**src/rtl/atm_light_stream.sv**
```systemverilog
// atm_light_stream: frame-level atmospheric light estimator.
// Tracks the brightest dark-channel pixel per frame, optionally IIR-smooths
// the result across frames, then derives per-channel reciprocals with a
// serial restoring divider (one quotient bit per cycle, one channel at a time).
module atm_light_stream #(
    parameter int DW        = 8,
    parameter int NCH       = 3,
    parameter int INV_W     = 16,
    parameter int SMOOTH_SH = 0
) (
    input  logic                 clk,
    input  logic                 rst,
    input  logic                 pix_valid,
    input  logic                 pix_sof,
    input  logic                 pix_eof,
    input  logic [NCH*DW-1:0]    pix_data,
    output logic [NCH*DW-1:0]    a_out,
    output logic [NCH*INV_W-1:0] inv_out,
    output logic [DW-1:0]        dark_max,
    output logic                 a_valid,
    output logic                 busy,
    output logic                 frame_err
);
    localparam int QW = 2*DW + 1;                  // quotient bits of 2^(2*DW)/A
    localparam int WW = (QW > INV_W) ? QW : INV_W;
    localparam int BW = $clog2(QW);
    localparam int CW = (NCH > 1) ? $clog2(NCH) : 1;
    localparam logic [63:0] INV_RST_FULL = (64'd1 << (2*DW)) / ((64'd1 << DW) - 64'd1);
    localparam logic [INV_W-1:0] INV_RST =
        (INV_RST_FULL >= (64'd1 << INV_W)) ? {INV_W{1'b1}} : INV_RST_FULL[INV_W-1:0];

    typedef enum logic [1:0] {S_IDLE, S_SMOOTH, S_DIV, S_DONE} state_t;
    state_t r_state, w_state_nx;

    logic                 r_in_frame;
    logic [NCH*DW-1:0]    r_cand;
    logic [DW-1:0]        r_cand_d;
    logic [NCH*DW-1:0]    r_af;          // accepted frame's candidate colour
    logic [DW-1:0]        r_df;          // accepted frame's dark maximum
    logic [NCH*DW-1:0]    r_as;          // smoothed A used by the divider
    logic                 r_first;
    logic [DW:0]          r_rem;
    logic [QW-1:0]        r_q;
    logic [BW-1:0]        r_bit;
    logic [CW-1:0]        r_ch;
    logic [NCH*INV_W-1:0] r_inv;
    logic [NCH*DW-1:0]    r_a_out;
    logic [NCH*INV_W-1:0] r_inv_out;
    logic [DW-1:0]        r_dark_max;
    logic                 r_a_valid;
    logic                 r_frame_err;

    logic [DW-1:0]        w_d;
    logic                 w_hit, w_take, w_eof, w_accept, w_drop, w_sof_err, w_last;
    logic [NCH*DW-1:0]    w_fin;
    logic [DW-1:0]        w_fin_d;
    logic [NCH*DW-1:0]    w_smooth;
    logic [DW-1:0]        w_div;
    logic [DW+1:0]        w_rem_sh, w_rem_nx;
    logic                 w_ge;
    logic [QW-1:0]        w_q_nx;
    logic [WW-1:0]        w_qw;
    logic [INV_W-1:0]     w_sat;

    // Dark value of the incoming pixel: minimum over colour channels
    always_comb begin
        w_d = pix_data[DW-1:0];
        for (int c = 1; c < NCH; c++)
            if (pix_data[c*DW +: DW] < w_d) w_d = pix_data[c*DW +: DW];
    end

    // A pixel counts if it opens a frame or lands inside one; strict > keeps
    // the first pixel in raster order on ties
    assign w_hit     = pix_valid & (pix_sof | r_in_frame);
    assign w_take    = pix_sof | (w_d > r_cand_d);
    assign w_fin     = w_take ? pix_data : r_cand;
    assign w_fin_d   = w_take ? w_d : r_cand_d;
    assign w_eof     = w_hit & pix_eof;
    assign w_accept  = w_eof & (r_state == S_IDLE);
    assign w_drop    = w_eof & (r_state != S_IDLE);
    assign w_sof_err = pix_valid & pix_sof & r_in_frame;
    assign w_last    = (r_ch == CW'(NCH-1)) && (r_bit == BW'(QW-1));

    // Per-channel IIR step in signed arithmetic wide enough for the difference
    for (genvar c = 0; c < NCH; c++) begin : g_smooth
        logic signed [DW+1:0] w_diff, w_sum;
        assign w_diff = $signed({2'b00, r_af[c*DW +: DW]}) - $signed({2'b00, r_as[c*DW +: DW]});
        assign w_sum  = $signed({2'b00, r_as[c*DW +: DW]}) + (w_diff >>> SMOOTH_SH);
        assign w_smooth[c*DW +: DW] = w_sum[DW-1:0];
    end

    // One restoring-divide step; the dividend is a single 1 followed by zeros
    always_comb begin
        w_div    = r_as[int'(r_ch)*DW +: DW];
        w_rem_sh = {r_rem, (r_bit == '0)};
        w_ge     = (w_rem_sh >= {2'b00, w_div});
        w_rem_nx = w_ge ? (w_rem_sh - {2'b00, w_div}) : w_rem_sh;
        w_q_nx   = {r_q[QW-2:0], w_ge};
        w_qw     = WW'(w_q_nx);
        w_sat    = ((w_div == '0) || ((w_qw >> INV_W) != '0)) ? {INV_W{1'b1}} : w_qw[INV_W-1:0];
    end

    // Frame accumulator runs regardless of divider activity
    always_ff @(posedge clk) begin
        if (rst) begin
            r_in_frame <= 1'b0;
            r_cand     <= '0;
            r_cand_d   <= '0;
        end else if (w_hit) begin
            r_cand     <= w_fin;
            r_cand_d   <= w_fin_d;
            r_in_frame <= ~pix_eof;
        end
    end

    // FSM state register
    always_ff @(posedge clk) begin
        if (rst) r_state <= S_IDLE;
        else     r_state <= w_state_nx;
    end

    // FSM next state
    always_comb begin
        w_state_nx = r_state;
        case (r_state)
            S_IDLE:   if (w_accept) w_state_nx = S_SMOOTH;
            S_SMOOTH: w_state_nx = S_DIV;
            S_DIV:    if (w_last) w_state_nx = S_DONE;
            S_DONE:   w_state_nx = S_IDLE;
            default:  w_state_nx = S_IDLE;
        endcase
    end

    // Hand-off, smoothing, divider and output registers
    always_ff @(posedge clk) begin
        if (rst) begin
            r_af        <= '0;
            r_df        <= '0;
            r_as        <= '1;
            r_first     <= 1'b1;
            r_rem       <= '0;
            r_q         <= '0;
            r_bit       <= '0;
            r_ch        <= '0;
            r_inv       <= {NCH{INV_RST}};
            r_a_out     <= '1;
            r_inv_out   <= {NCH{INV_RST}};
            r_dark_max  <= '0;
            r_a_valid   <= 1'b0;
            r_frame_err <= 1'b0;
        end else begin
            r_a_valid   <= 1'b0;
            r_frame_err <= w_drop | w_sof_err;
            if (w_accept) begin
                r_af <= w_fin;
                r_df <= w_fin_d;
            end
            case (r_state)
                S_SMOOTH: begin
                    r_as    <= r_first ? r_af : w_smooth;
                    r_first <= 1'b0;
                    r_rem   <= '0;
                    r_q     <= '0;
                    r_bit   <= '0;
                    r_ch    <= '0;
                end
                S_DIV: begin
                    if (r_bit == BW'(QW-1)) begin
                        r_inv[int'(r_ch)*INV_W +: INV_W] <= w_sat;
                        r_rem <= '0;
                        r_q   <= '0;
                        r_bit <= '0;
                        r_ch  <= w_last ? '0 : r_ch + 1'b1;
                    end else begin
                        r_rem <= w_rem_nx[DW:0];
                        r_q   <= w_q_nx;
                        r_bit <= r_bit + 1'b1;
                    end
                end
                S_DONE: begin
                    r_a_out    <= r_as;
                    r_inv_out  <= r_inv;
                    r_dark_max <= r_df;
                    r_a_valid  <= 1'b1;
                end
                default: ;
            endcase
        end
    end

    assign a_out     = r_a_out;
    assign inv_out   = r_inv_out;
    assign dark_max  = r_dark_max;
    assign a_valid   = r_a_valid;
    assign busy      = (r_state != S_IDLE);
    assign frame_err = r_frame_err;

endmodule

```
**config.mk**
```make
export PLATFORM = sky130hd
export DESIGN_NAME = atm_light_stream
export DESIGN_NICKNAME = d
export VERILOG_FILES = /design/src/rtl/atm_light_stream.sv
export SDC_FILE = /design/constraint.sdc
export NUM_CORES = 1
export LEC_CHECK = 0
export BUFFER_PORTS_ARGS = -buffer_cell sky130_fd_sc_hd__buf_2
export CORE_MARGIN = 1
export CORE_UTILIZATION = 45
export DETAILED_ROUTE_END_ITERATION = 16
export SLEW_MARGIN = 5
export SYNTH_ARGS = -nofsm -noshare
export SYNTH_HDL_FRONTEND = slang
export SYNTH_SLANG_ARGS = --single-unit
```
**constraint.sdc**
```tcl
create_clock -name clk -period 5.8 [get_ports clk]
set_input_delay 0.29 -clock clk [delete_from_list [all_inputs] [get_ports clk]]
set_output_delay 0.29 -clock clk [all_outputs]
set_load 0.01 [all_outputs]
```
After elaboration in Yosys (flattened, before gate mapping)
Cells that the tools add are included.
Widths: inputs -> output; s select.
{"block": "word_totals", "regBits": 254, "inputBits": 29, "output_inout_bits": 83, "wordCells": 84}
{"block": "op_classes", "add_sub_neg": 10, "n_lt_le_gt_ge": 4, "eq_ne": 8, "shifts": 3, "mux": 21, "bitwise": 10, "reduce_logical": 10}
{"operator": "$bwmux 48", "n": 1}
{"operator": "$mux 24", "n": 2}
{"operator": "$shift 16x33->48 const A", "n": 1}
{"operator": "$shiftx 16x33->48", "n": 1}
{"operator": "$neg 6->33", "n": 1}
{"operator": "$mux 16", "n": 2}
{"operator": "$pmux 16 s2", "n": 1}
{"operator": "$add 8x8->8", "n": 3}
{"operator": "$mux 8", "n": 3}
{"operator": "$shiftx 24x6->8", "n": 1}
{"operator": "$sub 8x8->8", "n": 3}
{"operator": "$mux 9", "n": 2}
{"operator": "$pmux 9 s2", "n": 1}
{"operator": "$lt 8x8->1", "n": 2}
{"operator": "$ge 10x8->1", "n": 1}
{"operator": "$pmux 5 s2", "n": 1}
{"operator": "$sub 9x8->9", "n": 1}
{"operator": "$gt 8x8->1", "n": 1}
{"operator": "$logic_not 8->1", "n": 1}
{"operator": "$mux 2", "n": 4}
{"operator": "$pmux 2 s4", "n": 1}
{"operator": "$and 1x1->1", "n": 6}
{"operator": "$eq 2x2->1 const B", "n": 3}
{"operator": "$ne 2x2->1 const B", "n": 3}
{"operator": "other kinds (15)", "n": 20}

Depth between registers and ports, before layout
Gate-level depths: netlist (run 1).
{"block": "depth", "ltp_word": 7, "mapped_depth": 24, "ltp_nobuf": 20}

Worst setup path after synthesis (run 1)
Ideal clock, no wire load.
{"block": "synth_path", "path_kind": "in2reg", "from": "input port pix_data[5]", "to": "register r_af[8]", "setup_ps": 86, "arrival_time_ps": 5033, "required_ps": 5714, "path_slack_ps": 681, "stages": 23, "n_path_buf": 3, "path_cell_list": "inv_1 > ha_1 > a21o_1 > a221oi_4 > o31a_2 > buf_4 > o22a_1 > ha_1 > o21a_1 > o211ai_1 > nand4_1 > mux2_2 > a211o_1 > inv_1 > ha_1 > a21o_1 > a211oi_1 > o2111ai_1 > and2_1 > clkbuf_1 > buf_2 > mux2i_1 > a211oi_1"}
{"block": "synth_via", "elab_chain_len": 7}
{"element": "start: declaration", "line_no": "16", "text": "input logic [NCH*DW-1:0] pix_data,"}
{"element": "$lt 8x8->1", "line_no": "69", "text": "if (pix_data[c*DW +: DW] < w_d) w_d = pix_data[c*DW +: DW];"}
{"element": "$mux 8 (*)", "line_no": "69"}
{"element": "$lt 8x8->1", "line_no": "69"}
{"element": "$mux 8 (*)", "line_no": "69"}
{"element": "$gt 8x8->1 (*)", "line_no": "75", "text": "assign w_take = pix_sof | (w_d > r_cand_d);"}
{"element": "$or 1x1->1 (*)", "line_no": "75"}
{"element": "$mux 24 (*)", "line_no": "76", "text": "assign w_fin = w_take ? pix_data : r_cand;"}
{"element": "end signal: assignment", "line_no": "155", "text": "r_af <= w_fin;"}
{"element": "end: declaration", "line_no": "38", "text": "logic [NCH*DW-1:0] r_af;"}
Every way passes the cells marked *; elsewhere a longest branch is shown, timed or not.
A chain may end at the register's enable or synchronous reset.

Final worst setup path (run 1)
{"block": "layout_path", "from": "input port pix_data[7]", "to": "register r_df[7]"}
{"block": "layout_via", "elab_chain_len": 7}
{"element": "$lt 8x8->1", "line_no": "69"}
{"element": "$mux 8 (*)", "line_no": "69"}
{"element": "$lt 8x8->1", "line_no": "69"}
{"element": "$mux 8 (*)", "line_no": "69"}
{"element": "$gt 8x8->1", "line_no": "75"}
{"element": "$or 1x1->1", "line_no": "75"}
{"element": "$mux 8 (*)", "line_no": "77", "text": "assign w_fin_d = w_take ? w_d : r_cand_d;"}
{"element": "end signal: assignment", "line_no": "156", "text": "r_df <= w_fin_d;"}
{"element": "end: declaration", "line_no": "39", "text": "logic [DW-1:0] r_df;"}
Marks and branches as above.

==> results of run 1 <==
## routing by layer
layer | share of wire, % | wire length [um] | track usage [%]
met1 | 53 | 15900 | 31.7
met4 | 1.9 | 580 | 5.56
met3 | 4.6 | 1380 | 2.40
met5 | 0 | 0 | 0
met2 | 41 | 12400 | 29.9
## state kept, by name, indices dropped and copies added (netlist names)
name	flops
a_out	24
a_valid	1
dark_max	8
frame_err	1
inv_out	48
r_af	24
r_as	24
r_bit	5
r_cand	24
r_cand_d	8
r_ch	2
r_df	8
r_first	1
r_in_frame	1
r_inv	48
r_q	16
r_rem	9
r_state	2
## layout by cell type, fill, tap and decap left out, types with 5 or more instances in the layout
master and count:
a2111oi_2 7, a211o_1 48, a211oi_1 35, a21o_1 11
a21oi_1 102, a22oi_1 7, buf_2 110, buf_4 21
clkbuf_16 28, clkbuf_8 7, clkinv_2 8, dfxtp_1 254
dlygate4sd3_1 6, ha_1 74, inv_1 57, mux2_2 6
mux2i_1 106, nand2_1 103, nand2b_1 30, nand3_1 34
nand3b_1 12, nand4_1 21, nor2_1 131, nor2b_1 49
nor3_1 26, o211ai_1 9, o21a_1 9, o21ai_0 54
o21ai_1 20, o21bai_1 10, o221a_1 5, o22a_1 7
o22ai_1 5, or2_2 10, xnor2_1 9, xor2_1 18
## final timing paths
| check | from | to | cells past startpoint |
|---|---|---|---|
| max | pix_data[7] | r_df[7] | 24 |
| max reg2reg | r_ch[0] | r_inv[0] | 12 |
| min | pix_data[5] | r_cand[5] | 3 |
| min reg2reg | r_cand[1] | r_cand[1] | 2 |
## power groups by stage
| stage | Sequential [mW] | Clock, mW | Combinational [mW] |
|---|---|---|---|
| after floorplan | 2.03 | 0 | 1.35 |
| after global placement | 2.10 | 0 | 1.64 |
| after detailed placement | 2.10 | 0 | 1.67 |
| after CTS | 2.06 | 1.94 | 1.68 |
| after global routing | 2.09 | 2.01 | 1.87 |
| final | 2.07 | 1.90 | 1.67 |
## area by class of cell
type                    instances  area (um^2)
well taps                     378          473
repair buffers                138          782
flip-flops and latches        254         5080
clock inverters                15          210
fillers                      2632        13100
inverters                      58          218
clock buffers                  37          795
multi-input cells            1020         7080
## cell families after synthesis
family	Yosys count	share of synthesized area, %
AO/OA/AOI/OAI	356	19.4
XOR/XNOR	27	1.86
AND/OR/NAND/NOR	443	17.1
flip-flops	254	39.9
multiplexers	115	9.13
adder cells (fa/ha/maj)	79	7.92
buffers and inverters	154	4.76
## timing repair
item                                   CTS  global route
hold buffers                             6             0
setup endpoints to repair                0            46
buffers inserted                         0             1
endpoints found under the hold margin    5             0
gates resized for setup                  0             2
## synthesized netlist by cell type (21+ instances only)
master / number
a211o_1: 48
a211oi_1: 35
a21oi_1: 102
clkbuf_1: 65
dfxtp_1: 254
ha_1: 75
inv_1: 57
mux2i_1: 106
nand2_1: 103
nand2b_1: 30
nand3_1: 34
nand4_1: 21
nor2_1: 132
nor2b_1: 49
nor3_1: 26
o21ai_0: 54
## worst reg2reg max path, stage by stage, from the launching register on
cell and delay (ns):
dfxtp_1 0.52, nor2b_1 0.62, nand2_1 0.14, o21ai_0 0.12, ha_1 0.21, inv_1 0.06, fa_1 0.40, a21oi_1 0.22
o21a_1 0.16, o21ai_0 0.18, a21oi_2 0.64, nand2b_1 0.20, a221o_1 0.35
==> summary.md, run 1 <==
| Metric | Value |
|---|---|
| Total CTS buffers | 28 |
| Pleak | 5.92 nW |
| Final Skew | 0.0102 ns |
| Yosys reg bits | 254 |
| Full die area | 0.0290 mm^2 |
| Post-Place Worst Slack | 0.0323 ns |
| WL final | 30.2 mm |
| Post-DP Area | 0.0136 mm^2 |
| Clock power frac | 33.6% |
| Critical Path End Type | flip-flop |
| Top FF cell, synth | dfxtp_1 |
| Final hold violation count | 0 |
| Logic pwr share | 29.7% |
| Status | finished, final reports clean |
| Layout cell share with drive strength beyond 1 | 14.8% |
| Core Footprint | 0.0278 mm^2 |
| Worst Setup Start Kind | primary input |
| Critical path's slowest cell | and2_4 |
| WP buf/inv | 6 |
| Synth Cell Area | 0.0127 mm^2 |
| RSZ-0062 raised after global routing | no |
| Drt pass-1 iters | 5 |
| Sequential fraction of the synthesis area | 39.9% |
| Post-synth EDFFs | 0 |
| Routed WL per cell | 15.9 um |
| Final instance area | 0.0146 mm^2 |
| Detailed-route DRC error count | 0 |
| Vias | 10,300 |
| TNS Setup | 0 ns |
| Port bufs | 111 |
| Total power | 5.64 mW |
| Int Pwr | 3.77 mW |
| Peak fanout along the critical path | 47 |
| Vias in the first global route | 9,233 |
| DRT antenna net count | 0 |
| Synth cell types | 75 |
| Fin cells | 1,900 |
| Worst-path cell chain | dlygate4sd3_1 -> buf_2 -> inv_1 -> ha_1 -> and2_4 -> nand3_2 -> o31a_4 -> buf_4 -> o22a_1 -> ha_1 -> a211o_1 -> o221ai_1 -> nand2_1 -> buf_4 -> o221a_1 -> a211o_1 -> inv_1 -> ha_1 -> nand2_1 -> nor4_1 -> a21oi_1 -> and2_4 -> nor3_1 -> a2111oi_2 |
| YS warnings | 0 |
| Floorplan row count | 61 |
| Worst Path Arrival | 5.79 ns |
| I/O pins | 112 |
| Crit share post-route | 92.4% |
| Vias/cell | 5.42 |
| Initial antenna violation count | 0 |
| Critical path's top delay family | compound AO/OA/AOI/OAI gates |
| Total gr overflow | 0 |
| Setup ws final | 0.441 ns |
| RePlAce Congestion | 0.840 |
| Final setup fails | 0 |
| Die Wd | 170 um |
| Largest net degree at the start of global routing | 122 |
| Maximum VDD drop | 0.000200 V |
| CTS sink count | 254 |
| Async SR Flop Fraction | 0% |
| Hold WC Path Type | in2reg |
| Pins Over Slew Limit | 0 |
| Starting Density | 45.8% |
| Root buf cell | clkbuf_16 |
| Sw Share | 33.1% |
| CP dominant cell by count | ha_1 |
| Layout Nets | 1,607 |
| Syn Inst Count | 1,428 |
| Flop2flop setup slack | 1.89 ns |
| Relative slew slack | 41.0% |
| Synthesized area per cell | 8.92 um^2 |
| First-pass GRT wire length | 48.8 mm |
| P_sw | 1.87 mW |
| Iter 0 DRT Violations | 700 |
| Measured slew at the worst slew-check pin | 0.885 ns |
| Die height | 170 um |
| Max-Cap Viols | 0 |
| PD cells | 385 mW/mm^2 |
| Gr usage total | 20.6% |
| CTS tree | built |
| H-tree depth | 1 |
| Synth top area share | 39.9% |
| Cell count after placement | 1,841 |
| Antenna diode instance count | 0 |
| Largest stage delay, worst path | 0.63 ns |
| Clk slew on worst S/H paths | 0.06 ns |
| Post-layout minimum cycle time | 5.36 ns |
| Critical path class | in2reg |
| CP required | 6.24 ns |
| Finished Core Util | 52.7% |
| Final HPWL DP | 20.5 mm |
| Reg power frac | 36.7% |
| Cell taking the most area after synthesis | dfxtp_1 |
| Hold slack | 0.0252 ns |
| Achievable Freq | 187 MHz |
| Synth area leaders | dfxtp_1 40%, mux2i_1 8.3%, ha_1 7.4%, a21oi_1 4.0%, nor2_1 3.9% |
| Clk_lat worst skew | 0.55 ns |
| Area growth from synthesis to layout | 14.9% |
| Syn_nets | 1,535 |
| Longest Clk Path Bufs | 3 |
Power figures use the tool's default switching activity.
==> run 2, diff against run 1 <==
--- a/config.mk
+++ b/config.mk
@@ -6,9 +6,12 @@
 export NUM_CORES = 1
 export LEC_CHECK = 0
 export BUFFER_PORTS_ARGS = -buffer_cell sky130_fd_sc_hd__buf_2
+export CELL_PAD_IN_SITES_DETAIL_PLACEMENT = 1
+export CELL_PAD_IN_SITES_GLOBAL_PLACEMENT = 1
 export CORE_MARGIN = 1
 export CORE_UTILIZATION = 45
 export DETAILED_ROUTE_END_ITERATION = 16
+export PLACE_DENSITY_LB_ADDON = 0.1
 export SLEW_MARGIN = 5
 export SYNTH_ARGS = -nofsm -noshare
 export SYNTH_HDL_FRONTEND = slang
==> summary.md, run 2 (synthesis gave the netlist of run 1 again) <==
| Metric | Value |
|---|---|
| Clk_lat worst skew | 0.56 ns |
| Hold path startpoint | pix_data[6] |
| WL final | 34.4 mm |
| Vias | 10,600 |
| Critical Path End Type | flip-flop |
| Pleak | 5.86 nW |
| Root buf cell | clkbuf_16 |
| Cell count after placement | 1,841 |
| Final hold violation count | 0 |
| Worst R2R Path Depth | 12 |
| RSZ-0062 raised after global routing | no |
| Relative slew slack | 39.4% |
| FILL cells | 3,274 |
| Worst Path Arrival | 5.56 ns |
| Critical path class | in2reg |
| Longest Clk Path Bufs | 3 |
| Pins Over Slew Limit | 0 |
| Vias/cell | 5.60 |
| Die Wd | 170 um |
| Status | finished, final reports clean |
| Hold WC Path Type | in2reg |
| Peak fanout along the critical path | 38 |
| Worst R2R End | r_inv[0] |
| Total power | 5.69 mW |
| Final setup fails | 0 |
| Drt pass-1 iters | 6 |
| Initial antenna violation count | 1 |
| Gr usage total | 23.9% |
| Floorplan row count | 61 |
| Reg2reg start | r_ch[0] |
| CTS sink count | 254 |
| First-pass GRT wire length | 56.2 mm |
| Full die area | 0.0290 mm^2 |
| CP required | 6.25 ns |
| PD cells | 391 mW/mm^2 |
| Hold Crit Endpoint | r_cand[6] |
| Hold Crit Depth | 3 |
| Starting Density | 45.8% |
| Layout cell share with drive strength beyond 1 | 14.4% |
| Max-Cap Viols | 0 |
| Layout Nets | 1,603 |
| Final HPWL DP | 23.4 mm |
| Antenna diode instance count | 0 |
| Post-layout minimum cycle time | 5.11 ns |
| Iter 0 DRT Violations | 599 |
| Flop2flop setup slack | 1.83 ns |
| TNS Setup | 0 ns |
| Post-cts resize count | 0 |
| Most common cell after layout, fill and taps aside | dfxtp_1 |
| CTS tree | built |
| RePlAce Congestion | 0.838 |
| DRT antenna net count | 0 |
| H-tree depth | 1 |
| Vias in the first global route | 10,700 |
| Achievable Freq | 196 MHz |
| Detailed-route DRC error count | 0 |
| Area growth from synthesis to layout | 14.3% |
| Largest net degree at the start of global routing | 108 |
| Fin cells | 1,894 |
| Crit share post-route | 88.1% |
| Final Skew | 0.0234 ns |
| Post-CTS Setup Repair Bufs | 0 |
| Worst Setup Start Kind | primary input |
| Measured slew at the worst slew-check pin | 0.902 ns |
| Total gr overflow | 0 |
| Core Footprint | 0.0278 mm^2 |
| Die height | 170 um |
| I/O pins | 112 |
| Port bufs | 111 |
| Routed WL per cell | 18.2 um |
| Clk slew on worst S/H paths | 0.06 ns |
| Total CTS buffers | 29 |
| Maximum VDD drop | 0.000209 V |
| Commonest non-fill, non-tap cells in the layout | 254 x dfxtp_1, 131 x nor2_1, 110 x buf_2 |
-- run 2: changes by cell type in the layout (fill, tap and decap cells not counted), moves of 2 or more --
cell,before,now
clkbuf_1,3,9
clkinv_2,8,3
dlygate4sd3_1,6,2
buf_4,21,18
buf_12,0,2
-- run 2: how the worst max path moves through the flow --
| stage | start | slack, ns | endpoint |
|---|---|---|---|
| floorplan | pix_data[5] | 0.68 | r_af[8] |
| finish | pix_data[7] | 0.69 | r_af[6] |
| global route | pix_data[7] | 0.34 | r_af[15] |
| CTS | pix_data[7] | 0.72 | r_af[6] |
| detailed placement | pix_data[7] | 0.16 | r_af[6] |
| global placement | pix_data[7] | 0.43 | r_af[7] |
-- run 2: timing repair --
action,4_1_cts,5_1_grt
hold endpoints to repair,1,0
hold buffers,2,0
setup endpoints to repair,0,0
-- run 2: routing by layer --
metal / up-vias / routed length (um) / GRT usage [%]
met1: 5198 / 17300 / 34.0
met2: 157 / 15300 / 38.3
met4: 0 / 555 / 5.52
li1: 5204 / - / -
met3: 45 / 1200 / 3.12
met5: - / 0 / 0
-- run 2: area by class of cell --
| cell class | instances | area [um^2] | share of cell area [%] |
|---|---|---|---|
| Inverter | 58 | 218 | 1.49 |
| Sequential cell | 254 | 5080 | 34.9 |
| Clock buffer | 43 | 828 | 5.69 |
| Tap cell | 378 | 473 | 3.25 |
| Multi-Input combinational cell | 1020 | 7070 | 48.5 |
| Clock inverter | 8 | 134 | 0.919 |
| Timing Repair Buffer | 133 | 759 | 5.21 |
-- run 2: report_power, final --
group | internal (mW) | switching, mW | leakage [nW]
sequential | 1.89 | 0.187 | 2.06
clock | 1.12 | 0.749 | 0.472
combinational | 0.742 | 1.00 | 3.33
-- run 2: worst max-delay path, cell delays in order --
cell	delay, ns
buf_2	0.10
inv_1	0.07
ha_1	0.35
and2_4	0.18
nand3_2	0.10
nor3_1	0.75
buf_4	0.27
o22a_1	0.15
ha_1	0.22
and4_1	0.16
o211ai_1	0.16
nand4_1	0.15
mux2_2	0.37
a211o_1	0.32
inv_1	0.07
ha_1	0.24
a21o_1	0.18
a211oi_1	0.29
o2111ai_1	0.21
and2_2	0.29
buf_12	0.22
mux2i_1	0.14
a211oi_1	0.24
-- run 2: metrics by stage --
step	hold WS (ns)	setup WS (ns)	util, %	cell area, um^2
finish	0.0270	0.691	52.4	14600
global route	0.0303	0.344	52.4	14600
CTS	0.000482	0.722	52.4	14600
detailed placement	0.446	0.157	48.9	13600
global placement	0.441	0.427	48.9	13600
floorplan	0.386	0.681	-	12700
